<file path="src/rtl/counter_sequencer.sv">
// Modulo counter plus a command-driven sequencer that runs it for a programmed
// number of wrap (carry) events in a chosen direction.

module counter #(
    parameter int P_BASE = 32,
    parameter int P_BIT  = 32
) (
    input  logic             clk,
    input  logic             resetn,
    input  logic             enable,
    input  logic             up_dw,
    output logic [P_BIT-1:0] count,
    output logic             carry
);

    localparam logic [P_BIT-1:0] TOP = P_BIT'(P_BASE - 1);
    localparam logic [P_BIT-1:0] ONE = P_BIT'(1);

    logic [P_BIT-1:0] count_q;
    logic [P_BIT-1:0] count_d;

    always_comb begin
        count_d = count_q;
        if (enable) begin
            if (up_dw) begin
                count_d = (count_q == TOP) ? '0 : count_q + ONE;
            end else begin
                count_d = (count_q == '0) ? TOP : count_q - ONE;
            end
        end
    end

    always_ff @(posedge clk or negedge resetn) begin
        if (!resetn) begin
            count_q <= '0;
        end else begin
            count_q <= count_d;
        end
    end

    // Carry marks the step that wraps, so it only exists while stepping.
    assign carry = enable & (up_dw ? (count_q == TOP) : (count_q == '0));
    assign count = count_q;

endmodule

module counter_sequencer #(
    parameter int P_BASE    = 32,
    parameter int P_BIT     = 32,
    parameter int P_REP_BIT = 8
) (
    input  logic                 clk,
    input  logic                 resetn,
    input  logic                 cmd_valid,
    output logic                 cmd_ready,
    input  logic                 cmd_dir,
    input  logic [P_REP_BIT-1:0] cmd_rep,
    input  logic                 abort,
    output logic                 busy,
    output logic                 done,
    output logic                 aborted,
    output logic [P_REP_BIT-1:0] rep_left,
    output logic [P_BIT-1:0]     count,
    output logic                 tick
);

    typedef enum logic [1:0] {
        ST_IDLE,
        ST_RUN,
        ST_DONE
    } state_t;

    localparam logic [P_REP_BIT-1:0] REP_ONE = P_REP_BIT'(1);

    state_t               state_q;
    state_t               state_d;
    logic                 dir_q;
    logic                 dir_d;
    logic [P_REP_BIT-1:0] rep_left_q;
    logic [P_REP_BIT-1:0] rep_left_d;
    logic                 aborted_q;
    logic                 aborted_d;

    logic accept;
    logic cnt_enable;
    logic cnt_carry;

    assign cmd_ready  = (state_q == ST_IDLE) & ~abort;
    assign accept     = cmd_valid & cmd_ready;
    assign cnt_enable = (state_q == ST_RUN) & ~abort;

    counter #(
        .P_BASE (P_BASE),
        .P_BIT  (P_BIT)
    ) u_counter (
        .clk    (clk),
        .resetn (resetn),
        .enable (cnt_enable),
        .up_dw  (dir_q),
        .count  (count),
        .carry  (cnt_carry)
    );

    always_comb begin
        state_d    = state_q;
        dir_d      = dir_q;
        rep_left_d = rep_left_q;
        aborted_d  = 1'b0;
        case (state_q)
            ST_IDLE: begin
                if (accept) begin
                    dir_d      = cmd_dir;
                    rep_left_d = cmd_rep;
                    state_d    = (cmd_rep == '0) ? ST_DONE : ST_RUN;
                end
            end
            ST_RUN: begin
                // Abort wins over a final carry; the gated enable already hides it.
                if (abort) begin
                    state_d    = ST_IDLE;
                    rep_left_d = '0;
                    aborted_d  = 1'b1;
                end else if (cnt_carry && rep_left_q != '0) begin
                    rep_left_d = rep_left_q - REP_ONE;
                    if (rep_left_q == REP_ONE) begin
                        state_d = ST_DONE;
                    end
                end
            end
            ST_DONE: begin
                state_d = ST_IDLE;
            end
            default: begin
                state_d = ST_IDLE;
            end
        endcase
    end

    always_ff @(posedge clk or negedge resetn) begin
        if (!resetn) begin
            state_q    <= ST_IDLE;
            dir_q      <= 1'b1;
            rep_left_q <= '0;
            aborted_q  <= 1'b0;
        end else begin
            state_q    <= state_d;
            dir_q      <= dir_d;
            rep_left_q <= rep_left_d;
            aborted_q  <= aborted_d;
        end
    end

    assign busy     = (state_q != ST_IDLE);
    assign done     = (state_q == ST_DONE);
    assign aborted  = aborted_q;
    assign rep_left = rep_left_q;
    assign tick     = cnt_carry;

endmodule

</file>
<file path="config.mk">
export PLATFORM = sky130hd
export DESIGN_NAME = counter_sequencer
export DESIGN_NICKNAME = d
export VERILOG_FILES = /design/src/rtl/counter_sequencer.sv
export SDC_FILE = /design/constraint.sdc
export NUM_CORES = 1
export LEC_CHECK = 0
export ABC_AREA = 1
export BUFFER_PORTS_ARGS = -buffer_cell sky130_fd_sc_hd__buf_2
export CORE_UTILIZATION = 53
export CTS_CLUSTER_SIZE = 10
export DETAILED_ROUTE_END_ITERATION = 7
export GPL_ROUTABILITY_DRIVEN = 0
export PLACE_DENSITY = 0.78
export SYNTH_ARGS = -nofsm -noshare
export SYNTH_HDL_FRONTEND = slang
export SYNTH_SLANG_ARGS = --single-unit
</file>
<file path="constraint.sdc">
create_clock -name clk -period 1.81 [get_ports clk]
set_clock_uncertainty 0.15 [all_clocks]
set_input_delay 0.0905 -clock clk [delete_from_list [all_inputs] [get_ports clk]]
set_output_delay 0.0905 -clock clk [all_outputs]
set_load 0.03 [all_outputs]
</file>
# [Word level (Yosys, flattened, before mapping)]
# Cells that the tools add are included.
[totals] regBits=44 in_bits=13
[classes] addsub=3 n_eq_ne=7 n_mux=16 n_bitwise=5 n_reduce_logical=10
[op_table] cell="$mux W32" n=3
[op_table] cell="$add A32 B1 Y32 const B" n=1
[op_table] cell="$eq A32 B5 Y1 const B" n=1
[op_table] cell="$logic_not A32 Y1" n=1
[op_table] cell="$sub A32 B1 Y32 const B" n=1
[op_table] cell="$mux W8" n=3
[op_table] cell="$pmux W8 S2" n=1
[op_table] cell="$mux W2" n=5
[op_table] cell="$eq A8 B1 Y1 const B" n=1
[op_table] cell="$logic_not A8 Y1" n=1
[op_table] cell="$reduce_bool A8 Y1" n=1
[op_table] cell="$sub A8 B1 Y8 const B" n=1
[op_table] cell="$ne A3 B2 Y1 const B" n=2
[op_table] cell="$reduce_and A3 Y1" n=2
[op_table] cell="$and A1 B1 Y1" n=4
[op_table] cell="$pmux W2 S2" n=1
[op_table] cell="$reduce_bool A2 Y1" n=2
[op_table] cell="$mux W1" n=3
[op_table] cell="$eq A2 B1 Y1 const B" n=1
[op_table] cell="$eq A2 B2 Y1 const B" n=1
[op_table] cell="$logic_not A2 Y1" n=1
[op_table] cell="$ne A2 B2 Y1 const B" n=1
[op_table] cell="$reduce_and A2 Y1" n=1
[op_table] cell="$logic_and A1 B1 Y1" n=1
[op_table] cell="$not A1 Y1" n=1

# [Longest topological paths before layout]
[logic_depth] depth_word=7 depth_mapped=14 mapped_depth_nobuf=12

# [Cells and area by module]
# A second synthesis with hierarchy kept.
[unflattened] cells_unflattened=726 area_unflattened_um2=4386.7
[by_module_without_submodules] mod="counter" n_inst=1 cells_per_inst=594 area_per_inst_um2=3494.6 seq_area_each_um2=800.8
[by_module_without_submodules] mod="counter_sequencer" n_inst=1 cells_per_inst=132 area_per_inst_um2=892.1 seq_area_each_um2=301.5

# [Least setup slack after synthesis]
# No wires, ideal clock.
[synth_timing] path_kind="reg-to-output" start="register u_counter.count_q[1] (netlist: u_counter.count[1])" end="output tick" t_arrival_ns=2.290 setup_slack_ns=-0.721 stages_incl_launch_ff=11 path_buffers=1 cell_sequence="dfrtp_1 > ha_1 > nand2_1 > nor2_2 > nand3_1 > nor2_1 > nand2_2 > nand2_2 > inv_1 > buf_2 > nor3_1"
[synth_via] elab_chain_len=3 word_cells_on_any_way=4 classes_between="eq/ne: 1; mux: 1; bitwise: 1; reduce/logical: 1"
[synth_rtl] element="start, declared" line_no="19" text="logic [P_BIT-1:0] count_q;"
[synth_rtl] element="start signal, assigned" line_no="37" text="count_q <= count_d;"
[synth_rtl] element="$eq A32 B5 Y1 or $logic_not A32 Y1 (tied branches)" line_no="42" text="assign carry = enable & (up_dw ? (count_q == TOP) : (count_q == '0));"
[synth_rtl] element="$mux W1 *" line_no="42"
[synth_rtl] element="$and A1 B1 Y1 *" line_no="42"
[synth_rtl] element="end, declared" line_no="64" text="output logic tick"
# Mark *: on every way between the ends. The rest lies on a longest branch, timed or not.

# [Worst setup path after layout]
[layout_timing] start="register u_counter.count_q[2] (netlist: u_counter.count[2])" end="register u_counter.count_q[18] (netlist: u_counter.count[18])"
[layout_via] elab_chain_len=3 word_cells_on_any_way=7 classes_between="add/sub: 2; eq/ne: 1; mux: 3; reduce/logical: 1"
[layout_rtl] element="$sub A32 B1 Y32 (tied with other cells)" line_no="28" text="count_d = (count_q == '0) ? TOP : count_q - ONE;"
[layout_rtl] element="$mux W32, on equally long branches" line_no="28, 26"
[layout_rtl] element="$mux W32 *" line_no="25" text="if (up_dw) begin"
# Marked as above.
# A chain may end at the register's enable or synchronous reset.

==> impl_results.md <==
* Yosys warns at 0
* Max Fclk at around 0.41 GHz
* Clk_lat worst skew at approximately 320 ps
* Core box area at about 7400 um2
* Post-synthesis compound-gate area fraction at between 10% and 20%
* Critical setup path kind: register to register
* XOR/XNOR share of the synthesized area at under 10%
* Crit-path max FO at 7
* Dpl cells at 957
* Nature of the critical path startpoint: register
* Max VDD drop at around 1.2 mV
* Largest family of logic cells by synthesized area: simple AND/OR/NAND/NOR gates
* Max-Cap Viols at 0
* Routed WL at between 20000 and 25000 um
* Post-synthesis instance area at 4086 um2
* Port Buffer Count at between 50 and 60
* Grt ovf at 0
* Sequential share of the synthesized area at a little over a quarter
* Clock root buffer: clkbuf_8
* Wire per inst at around 22 um
* CP cell instances: nor2_2, nand2_4, nor2_4, buf_4, buf_6, nand2_2, nor3_2, buf_4, nand2_1, nand2_2, nand3_2, nand2_2, nand2_1, nand2_1
* Synth area leader: dfrtp_1
* DIE HEIGHT at between 80 and 90 um
* Nets at roughly 910
* Mux cell area share after synthesis at 0%
* Failing checks: DRC, setup timing
* Ranking of synthesized cells by area: dfrtp_1, nand2_1, nand3_1
* Yosys top cell area share at a little over a quarter
* Min Tclk post-route at 2454 ps
* Htree depth at 2
* Final non-filler cell total at 994
* Boundary Pins at a little under 60
* TritonCTS clock tree: yes
* CP Data Required Time at around 1900 ps
* Outcome: finished, violations left
* First-pass GRT wire length at approximately 28000 um
* Fin area at 6504 um2
* Multi-input gate area at 3146 um2
* Slew at the pin closest to its max-slew limit at between 500 and 600 ps
* Synth Area in Adders at between 1 and 1.5%
* Yosys cell types at 35
* Final Cycle Share at 135.6%
* DR pass1 iterations at 8
* Die area at 8065 um2
* Most frequent cells in the layout: nand2_1, buf_4, inv_1
* Synth Area in Simple Gates at between 40% and 50%
* Pwr Density at approximately 1900 nW/um2
* Most common library cell in the layout ignoring fill and taps: nand2_1
* Vias at ~6700
* Area Overhead vs Synth at 59.15%
* Syn_nets at 700
* Vias in the first global route at 5941
* ANT nets after route at 0
* Slowest CP cell: dfrtp_2
* Max Slew Vio Count at 0
* Final hold vios at 0
* Layout cell share with drive strength beyond 1 at ~44%
* Synthesis-stage register bit count at between 40 and 50
* FILL cells at 340
* DRC at 140
* Critical path endpoint category: register
* Clock transition at path regs at around 100 ps
* Unrepaired setup endpoints after global routing: true
* Starting density of the core at between 50% and 60%
* CTS Buffer Depth at 2
* Setup ws final at -644.4 ps
* Die width at 89.81 um
* Hold_ws at ~35 ps
* CTS Sinks at 44
* Pleak at roughly 0.0032 uW
* Mapped Avg Cell Area at about 6.0 um2
* Final number of setup-violating endpoints at 42
* CTS Buf Count at 5
* Row count at 31
* Worst path arrival time at between 2000 and 3000 ps
* Headroom to the max-slew limit at about two thirds
* Initial antenna violation count at 0
* Sequential Area at approximately 1100 um2
* Number of DRC markers in iteration 0 at about 1300
* Synth Instances at approximately 680
* Gr usage total at roughly 44%
* Slowest Stage Delay on Critical Path at about 480 ps
* Vias per inst at 6.781
* Final Util at between 80% and 90%
* Placed instance area at about 5600 um2
* Hpwl dp at 11480 um
* Min-Delay Path Class: primary input to register
* Dpl ws at -313.8 ps
* Antenna diode count at 0
* Pin count of the biggest net entering global routing at 31
[report_power, final]
part           leakage [uW]  switching (uW)  total (uW)  internal [uW]
Clock             0.0000614             410         863            453
Sequential         0.000541             468        1860           1390
Combinational       0.00264            6000        9540           3540
Total               0.00325            6880       12300           5380
[critical path: cells and delay by family, from the launching register on]
kind                   cells  cell delay (ps)
AND/OR/NAND/NOR           11             1320
buffers and inverters      3              410
flip-flops                 1              480
[cells by family after synthesis]
family / Yosys count
AND/OR/NAND/NOR: 451
adder cells (fa/ha/maj): 4
AO/OA/AOI/OAI: 76
buffers and inverters: 95
XOR/XNOR: 13
flip-flops: 44
[synth_stat cells]
cell type,n
a21boi_0,1
a21o_1,1
a21oi_1,15
a31oi_1,1
and2_1,1
buf_1,1
buf_2,3
buf_6,6
clkbuf_1,10
clkinv_1,1
dfrtp_1,43
dfstp_2,1
ha_1,4
inv_1,74
nand2_1,220
nand2_2,9
nand2_4,2
nand3_1,72
nand4_1,19
nor2_1,89
nor2_2,12
nor2_4,5
nor3_1,19
nor4_1,2
o211ai_1,4
o21a_1,1
o21ai_0,35
o21ai_1,2
o21ai_4,1
o21bai_4,1
o22ai_1,11
o31ai_1,3
or2_2,1
xnor2_1,1
xor2_1,12
[worst paths after layout]
kind	from	endpoint	slack, ps	depth (start not counted)
max in group asynchronous	resetn	dir_q	820	3
min in group asynchronous	resetn	u_counter.count[5]	100	2
hold reg to reg	rep_left[1]	rep_left[1]	370	2
setup reg to reg	u_counter.count[2]	u_counter.count[18]	-640	14
hold / removal	cmd_rep[0]	rep_left[0]	30	5
setup / recovery	u_counter.count[2]	u_counter.count[18]	-640	14
[metal layers]
| layer | wire length (um) | GRT usage, % | up-vias |
|---|---|---|---|
| met5 | 0 | 0 | - |
| met3 | 3527 | 11.84 | 345 |
| met4 | 2690 | 29.10 | 0 |
| met2 | 8974 | 70.90 | 808 |
| met1 | 6862 | 51.92 | 2956 |
| li1 | - | - | 2631 |
[state kept, by name, indices dropped and copies added, names as in the netlist]
| name | cells |
|---|---|
| u_counter.count | 32 |
| rep_left | 8 |
| state_q | 2 |
| aborted | 1 |
| dir_q | 1 |
[per-stage QoR]
stage	total power, uW	TNS [ps]
final	12260	-14120
after floorplan	6095	-2849
after global routing	12750	-17500
after CTS	10560	-6289
after detailed placement	8870	-6182
after global placement	8652	-2960
[cell type report]
type,instances,area share (%)
Inverter,75,4.482
Multi-Input combinational cell,544,48.36
Sequential cell,44,17.41
Tap cell,99,1.905
Clock buffer,6,1.270
Timing Repair Buffer,224,25.97
Clock inverter,2,0.5964
[what timing repair did]
action / in CTS / in global routing
hold endpoints to repair: 45 / 0
hold buffers: 4 / 0
setup endpoints to repair: 40 / 42
resized for setup: 82 / 84
pin swaps: 25 / 52
buffers inserted: 19 / 15
Power figures use the tool's default switching activity.
